[config.mk]
export PLATFORM = sky130hd
export DESIGN_NAME = gb_lcd_capture
export DESIGN_NICKNAME = d
export VERILOG_FILES = /design/src/rtl/gb_lcd_capture.sv
export SDC_FILE = /design/constraint.sdc
export NUM_CORES = 1
export LEC_CHECK = 0
export ABC_AREA = 1
export BUFFER_PORTS_ARGS = -buffer_cell sky130_fd_sc_hd__clkbuf_2
export CAP_MARGIN = 10
export CORE_ASPECT_RATIO = 1.4
export CORE_MARGIN = 5
export CORE_UTILIZATION = 40
export DETAILED_ROUTE_END_ITERATION = 6
export HOLD_SLACK_MARGIN = 0.03
export PLACE_DENSITY_LB_ADDON = 0.2
export SYNTH_ARGS = -nofsm -noshare
export SYNTH_HDL_FRONTEND = slang
export SYNTH_SLANG_ARGS = --single-unit
[constraint.sdc]
create_clock -name hclk -period 3.57 [get_ports hclk]
set_input_delay 0.5355 -clock hclk [delete_from_list [all_inputs] [get_ports hclk]]
set_output_delay 0.5355 -clock hclk [all_outputs]
set_load 0.1 [all_outputs]
[src/rtl/gb_lcd_capture.sv]
// Game Boy LCD pixel-stream capture into a double-buffered linear frame store.
// Tracks x/y/address, fills the frame with a blank colour while the LCD is off.
module gb_lcd_capture #(
  parameter int          H_PIXELS    = 160,
  parameter int          V_LINES     = 144,
  parameter logic [14:0] BLANK_COLOR = 15'h7FFF,
  parameter int          ADDR_W      = 15
) (
  input  logic              hclk,
  input  logic              reset,
  input  logic              lcd_clkena,
  input  logic [14:0]       lcd_data,
  input  logic [1:0]        lcd_mode,
  input  logic              lcd_on,
  input  logic              lcd_vsync,
  output logic              fb_wr_en,
  output logic [ADDR_W-1:0] fb_wr_addr,
  output logic [14:0]       fb_wr_data,
  output logic              fb_buf_sel,
  output logic              frame_done,
  output logic              frame_err
);
  localparam int XW = $clog2(H_PIXELS);
  localparam int YW = $clog2(V_LINES);
  localparam logic [ADDR_W-1:0] LAST_ADDR = ADDR_W'(H_PIXELS*V_LINES-1);

  typedef enum logic [1:0] {WAIT_VSYNC, CAPTURE, BLANK_FILL, OFF_IDLE} state_t;

  state_t              state_q, state_d;
  logic [XW-1:0]       x_q, x_d, x_b;
  logic [YW-1:0]       y_q, y_d, y_b;
  logic [ADDR_W-1:0]   addr_q, addr_d, a_b;
  logic                vsync_q, ovr_q, ovr_d;
  logic                wr_en_q, wr_en_d, buf_sel_q, buf_sel_d;
  logic                done_q, done_d, err_q, err_d;
  logic [ADDR_W-1:0]   wr_addr_q, wr_addr_d;
  logic [14:0]         wr_data_q, wr_data_d;
  logic                pix, vs_rise, do_cap;

  assign pix     = lcd_clkena & lcd_on & (lcd_mode == 2'b11);
  assign vs_rise = lcd_vsync & ~vsync_q;

  always_comb begin
    state_d   = state_q;
    x_d       = x_q;
    y_d       = y_q;
    addr_d    = addr_q;
    ovr_d     = ovr_q;
    wr_en_d   = 1'b0;
    wr_addr_d = wr_addr_q;
    wr_data_d = wr_data_q;
    buf_sel_d = buf_sel_q;
    done_d    = 1'b0;
    err_d     = 1'b0;
    x_b       = x_q;
    y_b       = y_q;
    a_b       = addr_q;
    do_cap    = 1'b0;
    case (state_q)
      WAIT_VSYNC: begin
        if (!lcd_on) begin
          state_d = BLANK_FILL;
          addr_d  = '0;
          ovr_d   = 1'b0;
        end else if (vs_rise) begin
          state_d = CAPTURE;
          ovr_d   = 1'b0;
          x_b = '0; y_b = '0; a_b = '0;
          x_d = '0; y_d = '0; addr_d = '0;
          do_cap  = pix;
        end else if (pix && ovr_q) begin
          // Overrun after a completed frame: flag once, drop the pixel
          err_d = 1'b1;
          ovr_d = 1'b0;
        end
      end
      CAPTURE: begin
        if (!lcd_on) begin
          state_d = BLANK_FILL;
          addr_d  = '0;
        end else begin
          if (vs_rise) begin
            // Short frame: restart, a same-cycle pixel becomes pixel 0
            err_d = 1'b1;
            x_b = '0; y_b = '0; a_b = '0;
            x_d = '0; y_d = '0; addr_d = '0;
          end
          do_cap = pix;
        end
      end
      BLANK_FILL: begin
        wr_en_d   = 1'b1;
        wr_addr_d = addr_q;
        wr_data_d = BLANK_COLOR;
        addr_d    = addr_q + 1'b1;
        if (addr_q == LAST_ADDR) begin
          done_d    = 1'b1;
          buf_sel_d = ~buf_sel_q;
          addr_d    = '0;
          state_d   = lcd_on ? WAIT_VSYNC : OFF_IDLE;
        end
      end
      OFF_IDLE: begin
        if (lcd_on) state_d = WAIT_VSYNC;
      end
      default: state_d = WAIT_VSYNC;
    endcase

    if (do_cap) begin
      wr_en_d   = 1'b1;
      wr_addr_d = a_b;
      wr_data_d = lcd_data;
      addr_d    = a_b + 1'b1;
      if (x_b == XW'(H_PIXELS-1)) begin
        x_d = '0;
        y_d = y_b + 1'b1;
      end else begin
        x_d = x_b + 1'b1;
      end
      if (x_b == XW'(H_PIXELS-1) && y_b == YW'(V_LINES-1)) begin
        done_d    = 1'b1;
        buf_sel_d = ~buf_sel_q;
        ovr_d     = 1'b1;
        state_d   = WAIT_VSYNC;
        x_d = '0; y_d = '0; addr_d = '0;
      end
    end
  end

  always_ff @(posedge hclk) begin
    if (reset) begin
      state_q   <= WAIT_VSYNC;
      x_q       <= '0;
      y_q       <= '0;
      addr_q    <= '0;
      vsync_q   <= 1'b0;
      ovr_q     <= 1'b0;
      wr_en_q   <= 1'b0;
      wr_addr_q <= '0;
      wr_data_q <= '0;
      buf_sel_q <= 1'b0;
      done_q    <= 1'b0;
      err_q     <= 1'b0;
    end else begin
      state_q   <= state_d;
      x_q       <= x_d;
      y_q       <= y_d;
      addr_q    <= addr_d;
      vsync_q   <= lcd_vsync;
      ovr_q     <= ovr_d;
      wr_en_q   <= wr_en_d;
      wr_addr_q <= wr_addr_d;
      wr_data_q <= wr_data_d;
      buf_sel_q <= buf_sel_d;
      done_q    <= done_d;
      err_q     <= err_d;
    end
  end

  assign fb_wr_en   = wr_en_q;
  assign fb_wr_addr = wr_addr_q;
  assign fb_wr_data = wr_data_q;
  assign fb_buf_sel = buf_sel_q;
  assign frame_done = done_q;
  assign frame_err  = err_q;
endmodule

==> results of run 1 <==
==> synthesized netlist by cell type, types with 5 or more instances <==
master,instances,share of area [%]
clkbuf_1,10,0.99
o31ai_2,10,3.3
xor2_1,11,2.5
o221a_2,15,4.5
nand4_1,12,2.0
o21ai_0,27,3.6
nor2_2,10,1.7
nand3_1,54,7.1
nand2_2,5,0.83
nand2_1,106,10
nor3_1,5,0.66
inv_1,55,5.4
nor2_1,61,6.0
dfxtp_1,69,36
inv_2,6,0.59
a21oi_1,28,3.7
==> worst min path at each step <==
stage	endpoint	slack (ps)	cells past startpoint
finish	state_q[1]	420	2
global route	state_q[1]	440	2
CTS	state_q[1]	420	2
detailed placement	ovr_q	470	2
global placement	ovr_q	460	2
floorplan	ovr_q	440	2
==> final cells by class <==
| class | count | share of cell area, % |
|---|---|---|
| well taps | 110 | 3.088 |
| clock inverters | 7 | 2.218 |
| clock buffers | 9 | 5.053 |
| repair buffers | 58 | 6.682 |
| inverters | 63 | 5.306 |
| multi-input cells | 379 | 46.66 |
| flip-flops and latches | 69 | 30.99 |
==> kinds of logic (layout without fill, tap and decap cells) <==
group / count (synthesis) / after routing / synth area share [%]
flip-flops: 69 / 69 / 36.44
AO/OA/AOI/OAI: 92 / 92 / 17.43
XOR/XNOR: 13 / 13 / 3.003
adder cells (fa/ha/maj): 4 / 4 / 1.320
AND/OR/NAND/NOR: 270 / 270 / 33.10
buffers and inverters: 81 / 137 / 8.713
==> per-layer routing <==
layer	track usage, %	share of wire [%]	vias to the layer above	wire length, um
li1	-	-	1874	-
met1	19.99	41	1738	4031
met2	32.31	53	88	5194
met3	2.464	4.2	15	412
met4	8.486	1.9	0	189
met5	0	0	-	0
==> critical path: stages (launching register included) <==
cell	delay [ps]
dfxtp_1	460
nor2_2	90
nand2_2	210
buf_4	290
nand2_1	110
inv_1	70
ha_1	210
nand2_1	70
inv_1	50
nand4_1	100
nor2_2	170
nand3_1	140
nand2_2	150
inv_2	120
nand2_1	70
nand3_1	70
nand2_1	80
inv_1	30
==> state kept, by name, summed over array words and instances, names as in the netlist <==
| register | count |
|---|---|
| fb_wr_addr | 15 |
| y_q | 8 |
| ovr_q | 1 |
| state_q | 2 |
| vsync_q | 1 |
| fb_wr_en | 1 |
| addr_q | 15 |
| fb_wr_data | 15 |
| frame_err | 1 |
| fb_buf_sel | 1 |
| x_q | 8 |
| frame_done | 1 |
==> through the flow <==
stage               total power [mW]  cell area, um2
floorplan                      1.057            3791
global placement               1.113            4133
detailed placement             1.115            4133
CTS                            2.087            4457
global route                   2.140            4457
finish                         2.060            4457
==> power breakdown <==
| group | switching, mW | internal [mW] |
|---|---|---|
| clock network | 0.350 | 0.615 |
| logic | 0.226 | 0.0586 |
| registers | 0.0171 | 0.795 |
| total | 0.592 | 1.47 |
==> results by group, run 1 <==
Synthesis
  • Syn nets: roughly 560
  • Mapped cell area: 0.003791 mm2
  • Post-synth ARST share: 0%
  • Register area share after synthesis: 36.44%
  • Synth Flop Type: dfxtp_1
  • Register bit total from synthesis: between 60 and 70
  • Yosys warning count: 0
  • Syn avg cell area: approximately 7.2 um2
  • Count of different cell masters after synthesis: 39
  • Syn Inst Count: 529
  • Post-synth EDFFs: 0

Clock tree
  • # hold bufs at CTS: 0
  • Clock Sinks: just under 70
  • Skew-Pair Late Insertion Delay: 340 ps
  • CTS Buffer Depth: 2
  • Root buffer cell: clkbuf_16
  • Post-CTS Resized: 0
  • Setup Buffers After CTS: 0
  • CTS Buf Count: 9
  • Clk slew on worst S/H paths: ~60 ps
  • CTS tree: yes
  • H-tree depth: 3

Cells and area
  • NumNets Final: a little over 600
  • Number of non-filler instances in the completed layout: 695
  • Most common cell after layout, fill and taps aside: nand2_1
  • Fin util: a little under half
  • Highest-count cells in the layout ignoring fill and taps: nand2_1, dfxtp_1, nor2_1
  • FF/Latch Area: around 0.0014 mm2
  • Ant. Diodes: 0
  • Final-layout fill cell count: around 950
  • Fraction of layout cells with a size suffix above 1: roughly 22%
  • Area Overhead vs Synth: 17.56%
  • Multi-input logic area: 0.002079 mm2

Timing
  • Hold slack: ~420 ps
  • Pin slew with the least headroom to its limit: 825.0 ps
  • Clock skew: 6.858 ps
  • Slew HR: about 45%
  • Tcrit/Tclk final: between 70% and 80%
  • RSZ-0062 raised after global routing: false
  • Final Setup Violations: 0
  • Hold Violations, Final: 0
  • Post-route setup slack: roughly 970 ps
  • Final count of pins violating max slew: 0
  • FMAX: approximately 380 MHz
  • Post-layout min period: approximately 2600 ps
  • Setup TNS Final: 0 ps

Drt
  • Via count: approximately 3700
  • DR vias/cell: about 5.3
  • DRT iter0 DRCs: about 250
  • Antenna viol nets, final: 0
  • DRC Markers: 0
  • Final WL: 9.828 mm
  • Router iterations before antenna repair: 5
  • Routed len/inst: between 10 and 15 um

Floorplanning
  • Initial core utilization: 40.53%
  • Area of the die: between 0.01 and 0.015 mm2
  • Core area: 0.009354 mm2
  • Number of I/O pins: 56
  • Row cnt: 42
  • Die H: 125.2 um
  • Die Wd: 92.28 um

Place
  • Post-DP HPWL: 7.195 mm
  • Dpl cells: just under 700
  • Buffers on Ports: between 50 and 60
  • Final GP Congestion: 0.8682
  • Dpl ws: between 700 and 800 ps

Setup path
  • Critical path endpoint: addr_q[7]
  • CP Launch Point: state_q[1]
  • Setup crit end kind: flop
  • Origin of the critical flop-to-flop path: state_q[1]
  • CP Launch Type: flop
  • Kind of critical path: reg -> reg
  • Worst R2R Path Depth: 17
  • FF-to-FF setup slack: between 900 and 1000 ps
  • WP data required: 3800 ps
  • CP Max Fanout: 20
  • FF-to-FF End: addr_q[7]
  • Worst EP arrival: approximately 2800 ps

Min path
  • Hold Path Origin: lcd_on
  • HP Class: in -> reg

Flow run
  • Max-cap viol count: 0

GRT
  • Vias in the first global route: roughly 3500
  • Initial antenna violation count: 0
  • Total grt overflow: 0
  • Total GRT Usage: between 15 and 20%
  • Pin count of the biggest net entering global routing: 44
  • First-pass GRT wire length: 16.48 mm

Status
  • Outcome: finished clean

Power and ir drop
  • Leak: about 1.9 nW
  • Cell area power density: 462.3 mW/mm2
  • Worst vdd ir: approximately 0.00024 V
Note: power is estimated with default switching activity, not from simulation.
==> run 2, diff against run 1 <==
==> constraint.sdc (replaced) <==
create_clock -name hclk -period 2.3 [get_ports hclk]
set_input_delay 0.345 -clock hclk [delete_from_list [all_inputs] [get_ports hclk]]
set_output_delay 0.345 -clock hclk [all_outputs]
set_load 0.1 [all_outputs]
==> run 2 against run 1 <==
- register-to-register slack got worse by 690 ps
- highest routed layer unchanged
- largest cell class unchanged
- count of clock-buffer cells in the layout grew 3
- combinational power rose by 61%
- largest power group is now registers
==> results by group, run 2 (same netlist as run 1, synthesis figures left out) <==
Drt
  • Routed len/inst: 14.02 um (-0.85%)
  • Via count: 3702 (-0.35%)
  • Router iterations before antenna repair: 4 (-1)
  • DRT iter0 DRCs: 230 (-8.4%)
  • DRC Markers: 0 (unchanged)
  • Antenna viol nets, final: 0 (unchanged)
  • Final WL: 9.913 mm (+0.86%)
  • DR vias/cell: 5.236 (-2.0%)

Place
  • Dpl cells: 693 (+2.1%)
  • Post-DP HPWL: 7.476 mm (+3.9%)
  • Dpl ws: 65.44 ps (-645.8 ps)
  • Buffers on Ports: 55 (unchanged)
  • Final GP Congestion: 0.8968 (+3.3%)

Floorplanning
  • Area of the die: 0.01155 mm2 (unchanged)
  • Die Wd: 92.28 um (unchanged)
  • Initial core utilization: 40.53% (unchanged)
  • Die H: 125.2 um (unchanged)
  • Row cnt: 42 (unchanged)
  • Core area: 0.009354 mm2 (unchanged)
  • Number of I/O pins: 56 (unchanged)

Clock tree
  • CTS Buffer Depth: 2 (unchanged)
  • Clk slew on worst S/H paths: 50 ps (about the same)
  • Clock Sinks: 69 (unchanged)
  • CTS tree: yes
  • H-tree depth: 3 (unchanged)
  • CTS Buf Count: 9 (unchanged)
  • Root buffer cell: clkbuf_16
  • Skew-Pair Late Insertion Delay: 330 ps (about the same)

Setup path
  • FF-to-FF setup slack: 280 ps (-690 ps)
  • Top delay family on crit path: simple AND/OR/NAND/NOR gates
  • CP Launch Type: flop
  • Origin of the critical flop-to-flop path: state_q[1]
  • CP Max Fanout: 7 (-65%)
  • CP max-delay cell: dfxtp_1
  • Worst EP arrival: 2290 ps (-550 ps)
  • CP bufs+invs: 1 (-4)
  • Worst R2R Path Depth: 12 (-5)
  • FF-to-FF End: addr_q[10]
  • WP data required: 2570 ps (-1230 ps)
  • Kind of critical path: reg -> reg
  • Most used cell, CP: nor2_1
  • Worst-path cell chain: nor2_2, nand2_2, inv_1, nor2_1, ha_1, nand4_1, nor2_4, nand2_1, xor2_1, nor2_1, nor2_1, nor2_1
  • CP max stage delay: 350 ps (-110 ps)
  • Setup crit end kind: flop

Min path
  • WHS Path Cells: 3 (+1)
  • HP Class: in -> reg
  • Hold Path Origin: lcd_vsync
  • Hold Path Sink: vsync_q

GRT
  • Initial antenna violation count: 0 (unchanged)
  • Vias in the first global route: 3548 (+2.1%)
  • First-pass GRT wire length: 16.27 mm (-1.3%)
  • Total GRT Usage: 17.62% (-0.10 points)
  • Pin count of the biggest net entering global routing: 27 (-39%)
  • Total grt overflow: 0 (unchanged)

Timing
  • Slew HR: 63.30% (+18 points)
  • Tcrit/Tclk final: 87.96% (+15 points)
  • Post-route setup slack: 277.0 ps (-688.1 ps)
  • Hold Violations, Final: 0 (unchanged)
  • Final Setup Violations: 0 (unchanged)
  • Setup TNS Final: 0 ps (unchanged)
  • FMAX: 494.3 MHz (+29%)
  • Pin slew with the least headroom to its limit: 552.9 ps (-272.0 ps)
  • Final count of pins violating max slew: 0 (unchanged)
  • Clock skew: 3.329 ps (-3.529 ps)
  • RSZ-0062 raised after global routing: false
  • Post-layout min period: 2023 ps (-581.9 ps)
  • Hold slack: 238.6 ps (-185.5 ps)

Power and ir drop
  • Cell area power density: 657.8 mW/mm2 (+42%)
  • Internal: 2.107 mW (+44%)
  • Combinational power share: 15.4% (+1.6 points)
  • Sequential Power Share: 42.5% (+3.1 points)
  • Leak: 1.918 nW (+2.5%)
  • Sw frac: 28.97% (+0.21 points)
  • Clock power frac: 42.1% (-4.7 points)
  • P_sw: 859.4 uW (+45%)
  • Worst vdd ir: 0.0003864 V (+62%)

Cells and area
  • NumNets Final: 620 (+2.3%)
  • Highest-count cells in the layout ignoring fill and taps: nand2_1, dfxtp_1, nor2_1
  • Fraction of layout cells with a size suffix above 1: 23.95% (+1.6 points)
  • Final-layout fill cell count: 951 (-0.21%)
  • Area Overhead vs Synth: 18.94%
  • Ant. Diodes: 0 (unchanged)
  • Number of non-filler instances in the completed layout: 707 (+1.7%)
  • Most common cell after layout, fill and taps aside: nand2_1

Status
  • Outcome: finished clean

Flow run
  • Max-cap viol count: 0 (unchanged)
==> run 2: changes by cell type in the layout (fill, tap and decap cells not counted) <==
cell	change
nor3_2	+1
clkinv_2	+1
nor3_1	-1
buf_4	+14
clkinvlp_4	-1
clkbuf_8	+2
clkbuf_1	+1
inv_6	-1
bufinv_16	-2
clkinv_4	-2
==> run 2: how the worst max path moves through the flow <==
stage / from / end / slack, ps / depth (start not counted)
6_report: state_q[1] / addr_q[10] / 280 / 12
5_1_grt: state_q[1] / addr_q[7] / 50 / 15
4_1_cts: state_q[1] / addr_q[7] / 230 / 14
3_5_place_dp: lcd_on / addr_q[7] / 70 / 16
3_3_place_gp: lcd_on / addr_q[7] / 130 / 17
2_1_floorplan: state_q[1] / fb_buf_sel / 0.7 / 19
==> run 2: layer usage <==
| metal | global-route usage (%) | vias up | share of wire (%) |
|---|---|---|---|
| met1 | 19.27 | 1688 | 40 |
| li1 | - | 1896 | - |
| met2 | 31.97 | 89 | 51 |
| met5 | 0 | - | 0 |
| met4 | 9.274 | 0 | 4.2 |
| met3 | 3.065 | 29 | 4.7 |
==> run 2: metrics by stage <==
| step | utilization [%] | cell area, um2 | total power [mW] |
|---|---|---|---|
| 6_report | 48.21 | 4509 | 2.966 |
| 5_1_grt | 48.21 | 4509 | 3.081 |
| 4_1_cts | 48.15 | 4504 | 3.004 |
| 3_5_place_dp | 45.31 | 4238 | 1.743 |
| 3_3_place_gp | 45.31 | 4238 | 1.740 |
| 2_1_floorplan | - | 3791 | 1.640 |
==> run 2: cell type report <==
type,count,area [um2],share of cell area (%)
Tap cell,110,137.6,3.052
Clock buffer,12,256.5,5.688
Clock inverter,2,10.01,0.2220
Inverter,63,236.5,5.244
Sequential cell,69,1381,30.63
Timing Repair Buffer,72,402.9,8.935
Multi-Input combinational cell,379,2085,46.23
==> run 2: power groups by stage <==
stage               sequential (mW)  clock (mW)  combinational [mW]
CTS                            1.26        1.28               0.461
finish                         1.26        1.25               0.457
global placement               1.28           0               0.457
detailed placement             1.28           0               0.459
global route                   1.26        1.33               0.483
floorplan                      1.48           0               0.156
==> run 2: worst reg2reg max path, stage by stage, from the launching register on <==
cell and delay (ps):
dfxtp_1 350, nor2_2 60, nand2_2 100, inv_1 120, nor2_1 180, ha_1 210
nand4_1 200, nor2_4 230, nand2_1 90, xor2_1 150, nor2_1 140, nor2_1 50
nor2_1 80
==> run 2: what timing repair did <==
action | in CTS | in global routing
endpoints found under the setup margin | 0 | 2
resized for setup | 0 | 1
endpoints found under the hold margin | 0 | 0
buffers inserted | 0 | 0
hold buffers | 0 | 0
==> run 3, diff against run 2 <==
--- a/config.mk
+++ b/config.mk
@@ -8,7 +8,7 @@
 export ABC_AREA = 1
 export BUFFER_PORTS_ARGS = -buffer_cell sky130_fd_sc_hd__clkbuf_2
 export CAP_MARGIN = 10
-export CORE_ASPECT_RATIO = 1.4
+export CORE_ASPECT_RATIO = 1.25
 export CORE_MARGIN = 5
 export CORE_UTILIZATION = 40
 export DETAILED_ROUTE_END_ITERATION = 6
==> run 3 against run 2 <==
- critical path depth is the same
- global-route usage shrank 0.10 points
- total power shrank 0.85%
- critical path type unchanged
- wire length shrank 0.90%
- sequential power is essentially flat
- count of clock-buffer cells in the layout is the same
- core utilization grew 0.62 points
- via count shrank 1.8%
==> results by group, run 3 (same netlist as run 1, synthesis figures left out) <==
Cells and area
  • Highest-count cells in the layout ignoring fill and taps: nand2_1, dfxtp_1, nor2_1
  • Design area: 0.004503 mm2 (-0.14%)
  • Final-layout fill cell count: 940 (-1.2%)
  • Number of non-filler instances in the completed layout: 720 (+1.8%)
  • Fin util: 48.83% (+0.62 points)
  • NumNets Final: 618 (-0.32%)
  • Ant. Diodes: 0 (unchanged)
  • Most common cell after layout, fill and taps aside: nand2_1
  • Area Overhead vs Synth: 18.78%
  • Fraction of layout cells with a size suffix above 1: 23.62% (-0.34 points)

Timing
  • Slew HR: 63.52% (+0.23 points)
  • Tcrit/Tclk final: 89.24% (+1.3 points)
  • Final Setup Violations: 0 (unchanged)
  • Hold slack: 241.3 ps (+2.686 ps)
  • Pin slew with the least headroom to its limit: 549.5 ps (-3.428 ps)
  • Post-route setup slack: 247.5 ps (-29.42 ps)
  • Hold Violations, Final: 0 (unchanged)
  • Post-layout min period: 2052 ps (+29.42 ps)
  • Clock skew: 8.540 ps (+5.211 ps)
  • Setup TNS Final: 0 ps (unchanged)
  • RSZ-0062 raised after global routing: false
  • Final count of pins violating max slew: 0 (unchanged)
  • FMAX: 487.2 MHz (-1.4%)

Setup path
  • Most used cell, CP: nor2_1
  • Origin of the critical flop-to-flop path: state_q[1]
  • CP max stage delay: 350 ps (about the same)
  • Top delay family on crit path: simple AND/OR/NAND/NOR gates
  • Critical path endpoint: addr_q[10]
  • FF-to-FF End: addr_q[10]
  • Worst EP arrival: 2320 ps (+30 ps)
  • Kind of critical path: reg -> reg
  • CP Launch Point: state_q[1]
  • WP data required: 2570 ps (about the same)
  • CP bufs+invs: 1 (unchanged)
  • Setup crit end kind: flop
  • WP depth: 12 (unchanged)
  • CP max-delay cell: dfxtp_1
  • CP Launch Type: flop
  • FF-to-FF setup slack: 250 ps (-30 ps)
  • CP Max Fanout: 7 (unchanged)
  • Worst R2R Path Depth: 12 (unchanged)
  • Worst-path cell chain: nor2_2, nand2_2, inv_1, nor2_1, ha_1, nand4_1, nor2_4, nand2_1, xor2_1, nor2_1, nor2_1, nor2_1

Place
  • Dpl ws: 32.87 ps (-32.57 ps)
  • Final GP Congestion: 0.9392 (+4.7%)
  • Buffers on Ports: 55 (unchanged)
  • Dpl cells: 704 (+1.6%)
  • Post-DP HPWL: 7.381 mm (-1.3%)
  • Post-DP Area: 0.004239 mm2 (about the same)

GRT
  • Vias in the first global route: 3588 (+1.1%)
  • Total grt overflow: 0 (unchanged)
  • First-pass GRT wire length: 16.85 mm (+3.6%)
  • Initial antenna violation count: 0 (unchanged)
  • Total GRT Usage: 17.52% (-0.10 points)
  • Pin count of the biggest net entering global routing: 21 (-22%)

Clock tree
  • CTS tree: yes
  • Root buffer cell: clkbuf_16
  • Clock Sinks: 69 (unchanged)
  • H-tree depth: 3 (unchanged)
  • Skew-Pair Late Insertion Delay: 330 ps (about the same)
  • CTS Buffer Depth: 2 (unchanged)
  • Clk slew on worst S/H paths: 50 ps (about the same)
  • CTS Buf Count: 9 (unchanged)
  • # hold bufs at CTS: 0 (unchanged)

Floorplanning
  • Initial core utilization: 41.11% (+0.58 points)
  • Die Wd: 97.08 um (+5.2%)
  • Row cnt: 39 (-7.1%)
  • Core area: 0.009223 mm2 (-1.4%)
  • Die H: 118.8 um (-5.1%)
  • Area of the die: 0.01154 mm2 (-0.14%)
  • Number of I/O pins: 56 (unchanged)

Drt
  • Final WL: 9.824 mm (-0.90%)
  • Router iterations before antenna repair: 4 (unchanged)
  • Routed len/inst: 13.64 um (-2.7%)
  • DR vias/cell: 5.050 (-3.6%)
  • DRT iter0 DRCs: 252 (+9.6%)
  • Antenna viol nets, final: 0 (unchanged)
  • Via count: 3636 (-1.8%)
  • DRC Markers: 0 (unchanged)

Power and ir drop
  • P_sw: 880.3 uW (+2.4%)
  • Cell area power density: 653.1 mW/mm2 (-0.71%)
  • Leak: 1.895 nW (-1.2%)
  • Sequential Power Share: 42.8% (+0.3 points)
  • Worst vdd ir: 0.0003124 V (-19%)
  • Power consumption: 2.941 mW (-0.85%)
  • Internal: 2.061 mW (-2.2%)
  • Combinational power share: 15.4% (about the same)
  • Clock power frac: 41.7% (-0.4 points)
  • Sw frac: 29.93% (+0.96 points)

Flow run
  • Max-cap viol count: 0 (unchanged)

Status
  • Outcome: finished clean

Min path
  • HP Class: in -> reg
## run 3: worst min path at each step
stage / startpoint / end / cells past startpoint
after global routing: lcd_on / state_q[1] / 2
after floorplan: lcd_on / state_q[1] / 1
after detailed placement: ovr_q / ovr_q / 2
final: lcd_on / state_q[1] / 2
after CTS: lcd_on / state_q[1] / 2
after global placement: ovr_q / ovr_q / 2
## run 3: layout make-up
| cell class | instances | area [um2] | area share, % |
|---|---|---|---|
| Clock inverter | 4 | 25.02 | 0.5557 |
| Tap cell | 123 | 153.9 | 3.418 |
| Timing Repair Buffer | 70 | 387.9 | 8.614 |
| Multi-Input combinational cell | 379 | 2082 | 46.24 |
| Clock buffer | 12 | 236.5 | 5.251 |
| Sequential cell | 69 | 1381 | 30.68 |
| Inverter | 63 | 236.5 | 5.251 |
## run 3: routing by layer
layer	GRT usage (%)	vias to the layer above	wire (um)
met3	3.743	14	447
met1	20.33	1645	4211
met4	7.112	0	174
met2	31.22	76	4992
li1	-	1901	-
met5	0	-	0
## run 3: what timing repair did
| action | in CTS | in global routing |
|---|---|---|
| gates resized for setup | 0 | 1 |
| buffers inserted | 0 | 0 |
| setup endpoints to repair | 0 | 2 |
## run 3: power groups by stage
stage | sequential, mW | combinational [mW] | clock [mW]
after CTS | 1.26 | 0.456 | 1.25
after global placement | 1.28 | 0.454 | 0
after global routing | 1.26 | 0.482 | 1.31
final | 1.26 | 0.454 | 1.23
after floorplan | 1.48 | 0.156 | 0
after detailed placement | 1.28 | 0.455 | 0
